$ cat src/rtl/wb_pkg.sv
// -----------------------------------------------------------------------------
// wb_pkg
// Shared definitions for the register-file write-back arbiter slice:
//   - datapath widths and the default ALU result buffer depth
//   - load funct3 encodings (RV32I LB/LH/LW/LBU/LHU)
//   - ALU buffer entry type and the write-back source selector
//   - small decode helpers for illegal / misaligned loads
// -----------------------------------------------------------------------------
package wb_pkg;

   localparam int DATA_W             = 32;
   localparam int RD_W               = 5;
   localparam int ALU_FIFO_DEPTH_DEF = 2;

   localparam logic [2:0] F3_LB  = 3'd0;
   localparam logic [2:0] F3_LH  = 3'd1;
   localparam logic [2:0] F3_LW  = 3'd2;
   localparam logic [2:0] F3_LBU = 3'd4;
   localparam logic [2:0] F3_LHU = 3'd5;

   typedef struct packed {
      logic [RD_W-1:0]   rd;
      logic [DATA_W-1:0] data;
   } aluEntry_t;

   typedef enum logic [1:0] {
      SEL_NONE   = 2'd0,
      SEL_LOAD   = 2'd1,
      SEL_FIFO   = 2'd2,
      SEL_BYPASS = 2'd3
   } selSrc_e;

   // funct3 values 3, 6 and 7 are not load encodings.
   function automatic logic isIllegalF3(input logic [2:0] funct3);
      return (funct3 == 3'd3) || (funct3 == 3'd6) || (funct3 == 3'd7);
   endfunction

   // Halfwords need an even address, words a word-aligned address.
   function automatic logic isMisaligned(input logic [2:0] funct3,
                                         input logic [1:0] addrLo);
      logic mis;
      mis = 1'b0;
      if ((funct3 == F3_LH) || (funct3 == F3_LHU))
         mis = addrLo[0];
      else if (funct3 == F3_LW)
         mis = (addrLo != 2'd0);
      return mis;
   endfunction

endpackage

$ cat src/rtl/wb_alu_fifo.sv
// -----------------------------------------------------------------------------
// wb_alu_fifo
// Small in-order buffer for ALU results that lost arbitration.
// Ports:
//   iClk, iRstN   clock, asynchronous active-low reset (pointers/count only)
//   iPush, iEntry write an entry (ignored when full unless popping same cycle)
//   iPop          retire the head entry (ignored when empty)
//   oHead         current head entry
//   oFull, oEmpty occupancy flags derived from the entry count
// -----------------------------------------------------------------------------
module wb_alu_fifo
   import wb_pkg::*;
#(
   parameter int DEPTH = ALU_FIFO_DEPTH_DEF
) (
   input  logic      iClk,
   input  logic      iRstN,
   input  logic      iPush,
   input  aluEntry_t iEntry,
   input  logic      iPop,
   output aluEntry_t oHead,
   output logic      oFull,
   output logic      oEmpty
);

   localparam int PTR_W = (DEPTH > 1) ? $clog2(DEPTH) : 1;
   localparam int CNT_W = $clog2(DEPTH + 1);

   aluEntry_t        mem [DEPTH];
   logic [PTR_W-1:0] wrPtr;
   logic [PTR_W-1:0] rdPtr;
   logic [CNT_W-1:0] count;
   logic             doPush;
   logic             doPop;

   assign oFull  = (count == CNT_W'(DEPTH));
   assign oEmpty = (count == '0);
   assign doPop  = iPop && !oEmpty;
   // A full buffer can still accept when the head leaves in the same cycle.
   assign doPush = iPush && (!oFull || doPop);
   assign oHead  = mem[rdPtr];

   function automatic logic [PTR_W-1:0] nextPtr(input logic [PTR_W-1:0] ptr);
      return (ptr == PTR_W'(DEPTH - 1)) ? '0 : ptr + PTR_W'(1);
   endfunction

   always_ff @(posedge iClk or negedge iRstN) begin
      if (!iRstN) begin
         wrPtr <= '0;
         rdPtr <= '0;
         count <= '0;
      end else begin
         if (doPush) wrPtr <= nextPtr(wrPtr);
         if (doPop)  rdPtr <= nextPtr(rdPtr);
         case ({doPush, doPop})
            2'b10:   count <= count + CNT_W'(1);
            2'b01:   count <= count - CNT_W'(1);
            default: count <= count;
         endcase
      end
   end

   // Storage carries data only; stale contents are unreachable after reset.
   always_ff @(posedge iClk) begin
      if (doPush) mem[wrPtr] <= iEntry;
   end

endmodule

$ cat src/rtl/wb_arbiter.sv
// -----------------------------------------------------------------------------
// wb_arbiter
// Register-file write-back arbiter between a load unit (no backpressure) and
// an ALU (valid/ready). Loads win, buffered ALU results come next, and a fresh
// ALU result bypasses only when nothing else competes. Load data is extracted
// and sign/zero-extended here; misaligned or illegal loads are dropped with a
// one-cycle status pulse.
// Ports:
//   iClk, iRstN                     clock, asynchronous active-low reset
//   iAluValid/oAluReady/iAluRd/iAluData   ALU result handshake
//   iLdValid/iLdRd/iLdData/iLdFunct3/iLdAddrLo   load response
//   oWriteEn/oRdAddr/oWriteData     registered register-file write port
//   oMisalign, oIllegal             registered one-cycle fault pulses
// -----------------------------------------------------------------------------
module wb_arbiter
   import wb_pkg::*;
#(
   parameter int ALU_FIFO_DEPTH = ALU_FIFO_DEPTH_DEF
) (
   input  logic              iClk,
   input  logic              iRstN,
   input  logic              iAluValid,
   output logic              oAluReady,
   input  logic [RD_W-1:0]   iAluRd,
   input  logic [DATA_W-1:0] iAluData,
   input  logic              iLdValid,
   input  logic [RD_W-1:0]   iLdRd,
   input  logic [DATA_W-1:0] iLdData,
   input  logic [2:0]        iLdFunct3,
   input  logic [1:0]        iLdAddrLo,
   output logic              oWriteEn,
   output logic [RD_W-1:0]   oRdAddr,
   output logic [DATA_W-1:0] oWriteData,
   output logic              oMisalign,
   output logic              oIllegal
);

   aluEntry_t         fifoHead;
   aluEntry_t         aluEntry;
   logic              fifoFull;
   logic              fifoEmpty;
   logic              fifoPop;
   logic              fifoPush;
   logic              aluAccept;
   selSrc_e           sel_p0;
   logic              writeEn_p0;
   logic [RD_W-1:0]   rdAddr_p0;
   logic [DATA_W-1:0] writeData_p0;
   logic              misalign_p0;
   logic              illegal_p0;
   logic              ldIllegal;
   logic              ldMisalign;

   // Extract the addressed byte/halfword and extend it to a full word.
   function automatic logic [DATA_W-1:0] extendLoad(input logic [2:0]        funct3,
                                                    input logic [1:0]        addrLo,
                                                    input logic [DATA_W-1:0] word);
      logic signed [7:0]  byteS;
      logic signed [15:0] halfS;
      logic [DATA_W-1:0]  res;
      byteS = signed'(word[{addrLo, 3'b000} +: 8]);
      halfS = signed'(addrLo[1] ? word[31:16] : word[15:0]);
      case (funct3)
         F3_LB:   res = {{(DATA_W-8){byteS[7]}}, byteS};
         F3_LBU:  res = {{(DATA_W-8){1'b0}}, byteS};
         F3_LH:   res = {{(DATA_W-16){halfS[15]}}, halfS};
         F3_LHU:  res = {{(DATA_W-16){1'b0}}, halfS};
         default: res = word;
      endcase
      return res;
   endfunction

   assign aluEntry = '{rd: iAluRd, data: iAluData};

   // The head retires whenever no load claims the port, which is also what
   // lets a full buffer take a new ALU result in the same cycle.
   assign fifoPop   = !iLdValid && !fifoEmpty;
   assign oAluReady = !fifoFull || fifoPop;
   assign aluAccept = iAluValid && oAluReady;
   assign fifoPush  = aluAccept && !(fifoEmpty && !iLdValid);

   assign ldIllegal  = isIllegalF3(iLdFunct3);
   assign ldMisalign = !ldIllegal && isMisaligned(iLdFunct3, iLdAddrLo);

   wb_alu_fifo #(
      .DEPTH (ALU_FIFO_DEPTH)
   ) uFifo (
      .iClk   (iClk),
      .iRstN  (iRstN),
      .iPush  (fifoPush),
      .iEntry (aluEntry),
      .iPop   (fifoPop),
      .oHead  (fifoHead),
      .oFull  (fifoFull),
      .oEmpty (fifoEmpty)
   );

   // ---- stage p0: source selection and load extension ----
   always_comb begin
      sel_p0       = SEL_NONE;
      writeEn_p0   = 1'b0;
      rdAddr_p0    = '0;
      writeData_p0 = '0;
      misalign_p0  = 1'b0;
      illegal_p0   = 1'b0;
      if (iLdValid)            sel_p0 = SEL_LOAD;
      else if (!fifoEmpty)     sel_p0 = SEL_FIFO;
      else if (aluAccept)      sel_p0 = SEL_BYPASS;
      case (sel_p0)
         SEL_LOAD: begin
            illegal_p0   = ldIllegal;
            misalign_p0  = ldMisalign;
            rdAddr_p0    = iLdRd;
            writeData_p0 = extendLoad(iLdFunct3, iLdAddrLo, iLdData);
            writeEn_p0   = !ldIllegal && !ldMisalign && (iLdRd != '0);
         end
         SEL_FIFO: begin
            rdAddr_p0    = fifoHead.rd;
            writeData_p0 = fifoHead.data;
            writeEn_p0   = (fifoHead.rd != '0);
         end
         SEL_BYPASS: begin
            rdAddr_p0    = iAluRd;
            writeData_p0 = iAluData;
            writeEn_p0   = (iAluRd != '0);
         end
         default: ;
      endcase
   end

   // ---- stage p1: registered write port and status pulses ----
   always_ff @(posedge iClk or negedge iRstN) begin
      if (!iRstN) begin
         oWriteEn   <= 1'b0;
         oRdAddr    <= '0;
         oWriteData <= '0;
         oMisalign  <= 1'b0;
         oIllegal   <= 1'b0;
      end else begin
         oWriteEn   <= writeEn_p0;
         oRdAddr    <= rdAddr_p0;
         oWriteData <= writeData_p0;
         oMisalign  <= misalign_p0;
         oIllegal   <= illegal_p0;
      end
   end

endmodule

$ cat config.mk
export PLATFORM = sky130hd
export DESIGN_NAME = wb_arbiter
export DESIGN_NICKNAME = d
export VERILOG_FILES = /design/src/rtl/wb_pkg.sv /design/src/rtl/wb_alu_fifo.sv /design/src/rtl/wb_arbiter.sv
export SDC_FILE = /design/constraint.sdc
export NUM_CORES = 1
export LEC_CHECK = 0
export CAP_MARGIN = 10
export CELL_PAD_IN_SITES_DETAIL_PLACEMENT = 1
export CELL_PAD_IN_SITES_GLOBAL_PLACEMENT = 1
export CORE_AREA = 3 3 123 125
export CTS_BUF_LIST = sky130_fd_sc_hd__clkbuf_16
export DETAILED_ROUTE_END_ITERATION = 8
export DIE_AREA = 0 0 126 128
export GPL_TIMING_DRIVEN = 0
export PLACE_DENSITY = 0.85
export SLEW_MARGIN = 40
export SYNTH_ARGS = -nofsm -noshare
export SYNTH_HDL_FRONTEND = slang
export SYNTH_SLANG_ARGS = --single-unit
$ cat constraint.sdc
create_clock -name iClk -period 2.92 [get_ports iClk]
set_input_delay 0.73 -clock iClk [delete_from_list [all_inputs] [get_ports iClk]]
set_output_delay 0.73 -clock iClk [all_outputs]
set_load 0.01 [all_outputs]
---- Yosys cells after proc, flatten, opt, wreduce, memory -nomap -nowiden ----
Memory sizes are Yosys's and may differ from the RTL's.
Cells that the tools add are included.
storage, ports and cells
  register bits ........................... 44
  memory bits (writable) .................. 74
  input bits .............................. 83
  output and inout port bits .............. 41
  word-level logic and storage cells ...... 71
  memories kept ........................... 1
operators by class
  add/sub/neg operators ................... 4
  eq/ne operators ......................... 13
  shift operators ......................... 1
  mux-type cells .......................... 17
  reductions and logical operators ........ 27
memory list
  name       depth  bits a word  read ports  clocked after memory_dff  wr ports  RTL line           source
  uFifo.mem  2      37           1           0                         1         wb_alu_fifo.sv:29  aluEntry_t mem [DEPTH];
operators by type and width
  operator             count
  $pmux 32 s4          1
  $pmux 32 s3          1
  $shiftx 32x6->8      1
  $mux 16              1
  $pmux 5 s3           1
  $reduce_bool 5->1    3
  $eq 3x3->1 const B   4
  $logic_and 1x1->1    9
  $eq 2x2->1 const B   4
  $mux 1               8
  $eq 3x2->1 const B   2
  $logic_not 1->1      6
  $mux 2               3
  $logic_or 1x1->1     5
  $eq 2x1->1 const B   2
  $pmux 2 s2           1
  $reduce_bool 2->1    2
  $eq 3x1->1 const B   1
  $logic_not 3->1      1
  $pmux 1 s3           1
  $add 1x1->1 const B  2
  $add 2x1->2 const B  1
  $logic_not 2->1      1
  $sub 2x1->2 const B  1

---- Longest topological paths before layout ----
  word-level depth ........................ 10
  gate-level depth with buffers ........... 8
  gate-level depth less buffers ........... 6

---- Modules after synthesis ----
Synthesis repeated with hierarchy kept, for this count alone.
unflattened totals
  cell total of the unflattened synthesis .. 410
  area, all modules ....................... 5,439.0 um2
by module, submodules not included
  module       instances  cells each  area each (um2)
  wb_alu_fifo  1          139         2,886.5
  wb_arbiter   1          271         2,552.4

---- Worst setup path after synthesis ----
OpenSTA, ideal clock, no wires.
  kind .................................... input port to flip-flop
  start point ............................. in iLdValid
  end point ............................... mem uFifo.mem[0][0] (netlist bit), enable pin
  library setup time ...................... 431 ps
  arrival time ............................ 2,812 ps
  setup slack ............................. -323 ps
  stages on the path ...................... 4
  buffers on the path ..................... 1
  cell sequence ........................... clkbuf_1 -> nand3b_1 -> nand3b_1 -> nor2_1
on the way
  cells in the longest elaborated chain, start to end .. 8
RTL lines
  item                          RTL line           source
  start: declaration            wb_arbiter.sv:26   input logic iLdValid,
  $logic_not 1->1               wb_arbiter.sv:77   assign fifoPop = !iLdValid && !fifoEmpty;
  $logic_and 1x1->1             wb_arbiter.sv:77
  $logic_or 1x1->1              wb_arbiter.sv:78   assign oAluReady = !fifoFull || fifoPop;
  named net oAluReady           wb_arbiter.sv:23   output logic oAluReady,
  $logic_and 1x1->1             wb_arbiter.sv:79   assign aluAccept = iAluValid && oAluReady;
  $logic_and 1x1->1             wb_arbiter.sv:80   assign fifoPush = aluAccept && !(fifoEmpty && !iLdValid);
  $logic_and 1x1->1             wb_alu_fifo.sv:40  assign doPush = iPush && (!oFull || doPop);
  $mux 1                        wb_alu_fifo.sv:65  if (doPush) mem[wrPtr] <= iEntry;
  $mux 1 (not written as such)  wb_alu_fifo.sv:65
  end: declaration              wb_alu_fifo.sv:29
The timed path passes the listed nets, and every way through them passes these cells.

---- Worst setup path in the final report ----
  start point ............................. in iLdValid
  end point ............................... out oAluReady
on the way
  cells in the longest elaborated chain, start to end .. 3
RTL lines
  item               RTL line
  $logic_not 1->1    wb_arbiter.sv:77
  $logic_and 1x1->1  wb_arbiter.sv:77
  $logic_or 1x1->1   wb_arbiter.sv:78
  end: declaration   wb_arbiter.sv:23
Every way passes these cells.

==> summary.md <==
| Metric | Value |
|---|---|
| Post-synth top area share | `43.9%` |
| Skew final | `9.08 ps` |
| Fillers | `1423` |
| Detailed Routing Iterations Pass 1 | `6` |
| Synth unique cells | `45` |
| Total power | `approximately 6.4 mW` |
| Final Max Slew Viols | `0` |
| Nets | `588` |
| Final Hold Viols | `0` |
| Ratio of cells with drive above 1 in the final layout | `13.9%` |
| Top FF cell, synth | `edfxtp_1` |
| Cells after Synth | `357` |
| Initial antenna violation count | `0` |
| Initial Utilization | `a little over a third` |
| Die width | `between 100 and 150 um` |
| Most frequent cell on the critical path | `clkdlybuf4s50_1` |
| Arrival time of the worst setup path | `between 2000 and 2500 ps` |
| # IOs | `between 100 and 150` |
| Hpwl dp | `12100 um` |
| Worst VDD drop | `between 0.4 and 0.5 mV` |
| Static Leakage | `2.75 nW` |
| Die area | `16100 um^2` |
| Post-synth EDFFs | `74` |
| Routed WL per cell | `approximately 24 um` |
| Vias | `4001` |
| Gr usage total | `21.2%` |
| FF-to-FF setup slack | `between 600 and 700 ps` |
| Root buf cell | `clkbuf_16` |
| Fin crit period | `approximately 2900 ps` |
| Critical path type | `primary input to output port` |
| Period utilization | `98.1%` |
| Worst-Margin Slew | `671 ps` |
| TritonCTS clock tree | `done` |
| Post-route ant nets | `0` |
| Final setup fails | `0` |
| Avg Vias per Cell | `~5.7` |
| CP cell instances | `clkdlybuf4s50_1 -> buf_2 -> nand3b_1 -> clkdlybuf4s50_1` |
| ANT cells | `0` |
| Busiest grt layer | `met2` |
| Met2 Use GR | `~34%` |
| R2R depth | `8` |
| Reg2Reg Launch Point | `uFifo.count[0]` |
| Setup WS post-layout | `55.3 ps` |
| Delay-heaviest family, CP | `buffers and inverters` |
| Clock sinks | `118` |
| Post-CTS setup buffers | `0` |
| Syn_area_per_cell | `14.2 um^2` |
| CTS Buf Count | `17` |
| CTS H-Tree Depth | `4` |
| MaxCap Viol Count | `0` |
| Met1 Use GR | `between 20% and 30%` |
| Worst Hold Class | `primary input to asynchronous set/reset pin` |
| Buffers plus inverters on the worst setup path | `3` |
| Cts hold-fix bufs | `0` |
| GP Congestion | `0.913` |
| DRC errors left | `0` |
| Yosys top cell by area | `edfxtp_1` |
| Clk pin slew, worst setup/hold paths | `50 ps` |
| Sequential cell area fraction in the yosys report | `65.7%` |
| Slowest cell on the critical path | `clkdlybuf4s50_1` |
| Vias in the first global route | `between 4k and 5k` |
| Fmax | `approximately 350 MHz` |
| Total Wirelength | `about 17000 um` |
| # port buffers | `123` |
| Largest net degree at the start of global routing | `36` |
| Total congestion overflow | `0` |
| Row count | `43` |
| Synth Warn # | `0` |
| Layout area overhead | `42.5%` |
| FF-to-FF End | `uFifo.count[1]` |
| Max-slew headroom | `55.3%` |
| Critical Path RT | `2190 ps` |
| Top cells by area, synth | `edfxtp_1 (44%), dfrtp_1 (22%), mux2_2 (5.1%)` |
| RSZ-0062 raised after global routing | `no` |
| Drt initial violations | `399` |
| Die H | `between 100 and 150 um` |
| Status | `finished clean` |
| Worst setup SP type | `primary input` |
| First-pass GRT wire length | `25700 um` |
| Ys async rst share | `37.3%` |
| Worst-Skew Late Latency | `420 ps` |
| Dpl ws | `-107 ps` |
| Largest stage delay on the critical path | `roughly 510 ps` |
| Fin util | `roughly 52%` |
| Worst setup EP type | `output port` |
| Core area | `14000 um^2` |
| Crit path max fanout | `10` |
| Setup_tns | `0 ps` |
| Clk buf depth | `2` |
| Cell area after synthesis | `5060 um^2` |
| PD cells | `888 nW/um^2` |
| Synthesized flop and latch total | `between 100 and 150` |
| Post-Syn Nets | `441` |
| Met3 Usage GRT | `under 10%` |
[flip-flops by register name (all words and copies together), names as in the netlist]
register	count
oIllegal	1
oMisalign	1
oRdAddr	5
oWriteData	32
oWriteEn	1
uFifo.count	2
uFifo.mem	74
uFifo.rdPtr	1
uFifo.wrPtr	1
[cells in the mapped netlist, types with 3 or more instances]
cell type	instances
dfrtp_1	44
or3_1	3
a222oi_1	18
a21o_1	6
a21oi_1	8
inv_1	5
xnor2_1	4
and2_1	3
nor2_1	11
a211oi_1	4
nand2_1	28
o21ai_0	18
mux2i_1	18
o22ai_1	3
mux2_2	23
o221ai_1	11
or4_1	3
nand2b_1	3
edfxtp_1	74
buf_2	10
clkbuf_1	13
nor2b_1	7
a221o_1	12
[cells in the final DEF (no fill, tap or decap), types with 4 or more instances in the layout]
cell and n:
clkdlybuf4s50_1 122, edfxtp_1 74, dfrtp_1 44, nand2_1 28
mux2_2 23, mux2i_1 18, o21ai_0 18, a222oi_1 18
clkbuf_16 17, clkbuf_1 12, a221o_1 12, buf_2 11
o221ai_1 11, nor2_1 9, inv_1 8, a21oi_1 8
nor2b_1 7, a21o_1 6, a211oi_1 4, xnor2_1 4
clkinv_2 4
[metal layers]
metal	vias to the layer above	part of all wire, %
met5	-	0
met4	0	2.6
met3	29	8.5
met2	221	49
met1	2029	40
li1	1722	-
[repair_timing]
item / 4_1_cts / 5_1_grt
gates resized for setup: 1 / 1
setup endpoints to repair: 1 / 1
cloned: 0 / 0
[power breakdown]
part / switching [mW] / leakage, nW / internal, mW
Clock: 0.729 / 0.289 / 1.31
Sequential: 0.153 / 1.23 / 2.27
Combinational: 0.973 / 1.23 / 0.969
Total: 1.86 / 2.75 / 4.55
[through the flow]
step,cell area (um^2),cells,hold slack (ps)
after floorplan,5060,357,434
after global placement,6520,660,483
after detailed placement,6630,665,555
after CTS,7210,697,139
after global routing,7210,697,140
final,7210,697,152
[logic make-up (layout without fill, tap and decap cells)]
family,Yosys count,count (layout),share of synthesized area [%]
flops,118,118,65.7
compound gates,93,93,14.5
fa+ha+maj,1,1,0.247
mux,43,43,9.65
buf+inv,29,189,2.40
simple gates,68,68,6.68
xor+xnor,5,5,0.866
[layout make-up]
type                       instances  area [um^2]  share of cell area (%)
buffer                            24          104                    1.44
clock buffer                      17          425                    5.90
clock inverter                    15          148                    2.05
inverter                           5         18.8                   0.260
multi-input combinational        210         1630                    22.6
sequential                       118         3320                    46.1
tap                              180          225                    3.13
timing repair buffer             128         1330                    18.5
[how the worst max path moves through the flow]
stage                  start                to  slack [ps]  cells past startpoint
floorplan           iLdValid   uFifo.mem[0][0]        -320                      4
global placement    iLdValid  uFifo.mem[1][27]       -1920                      5
detailed placement  iLdValid         oAluReady        -110                      4
CTS                 iLdValid         oAluReady          50                      4
global route        iLdValid         oAluReady          10                      4
finish              iLdValid         oAluReady          60                      4
No activity file was read; power rests on OpenSTA's default activity.
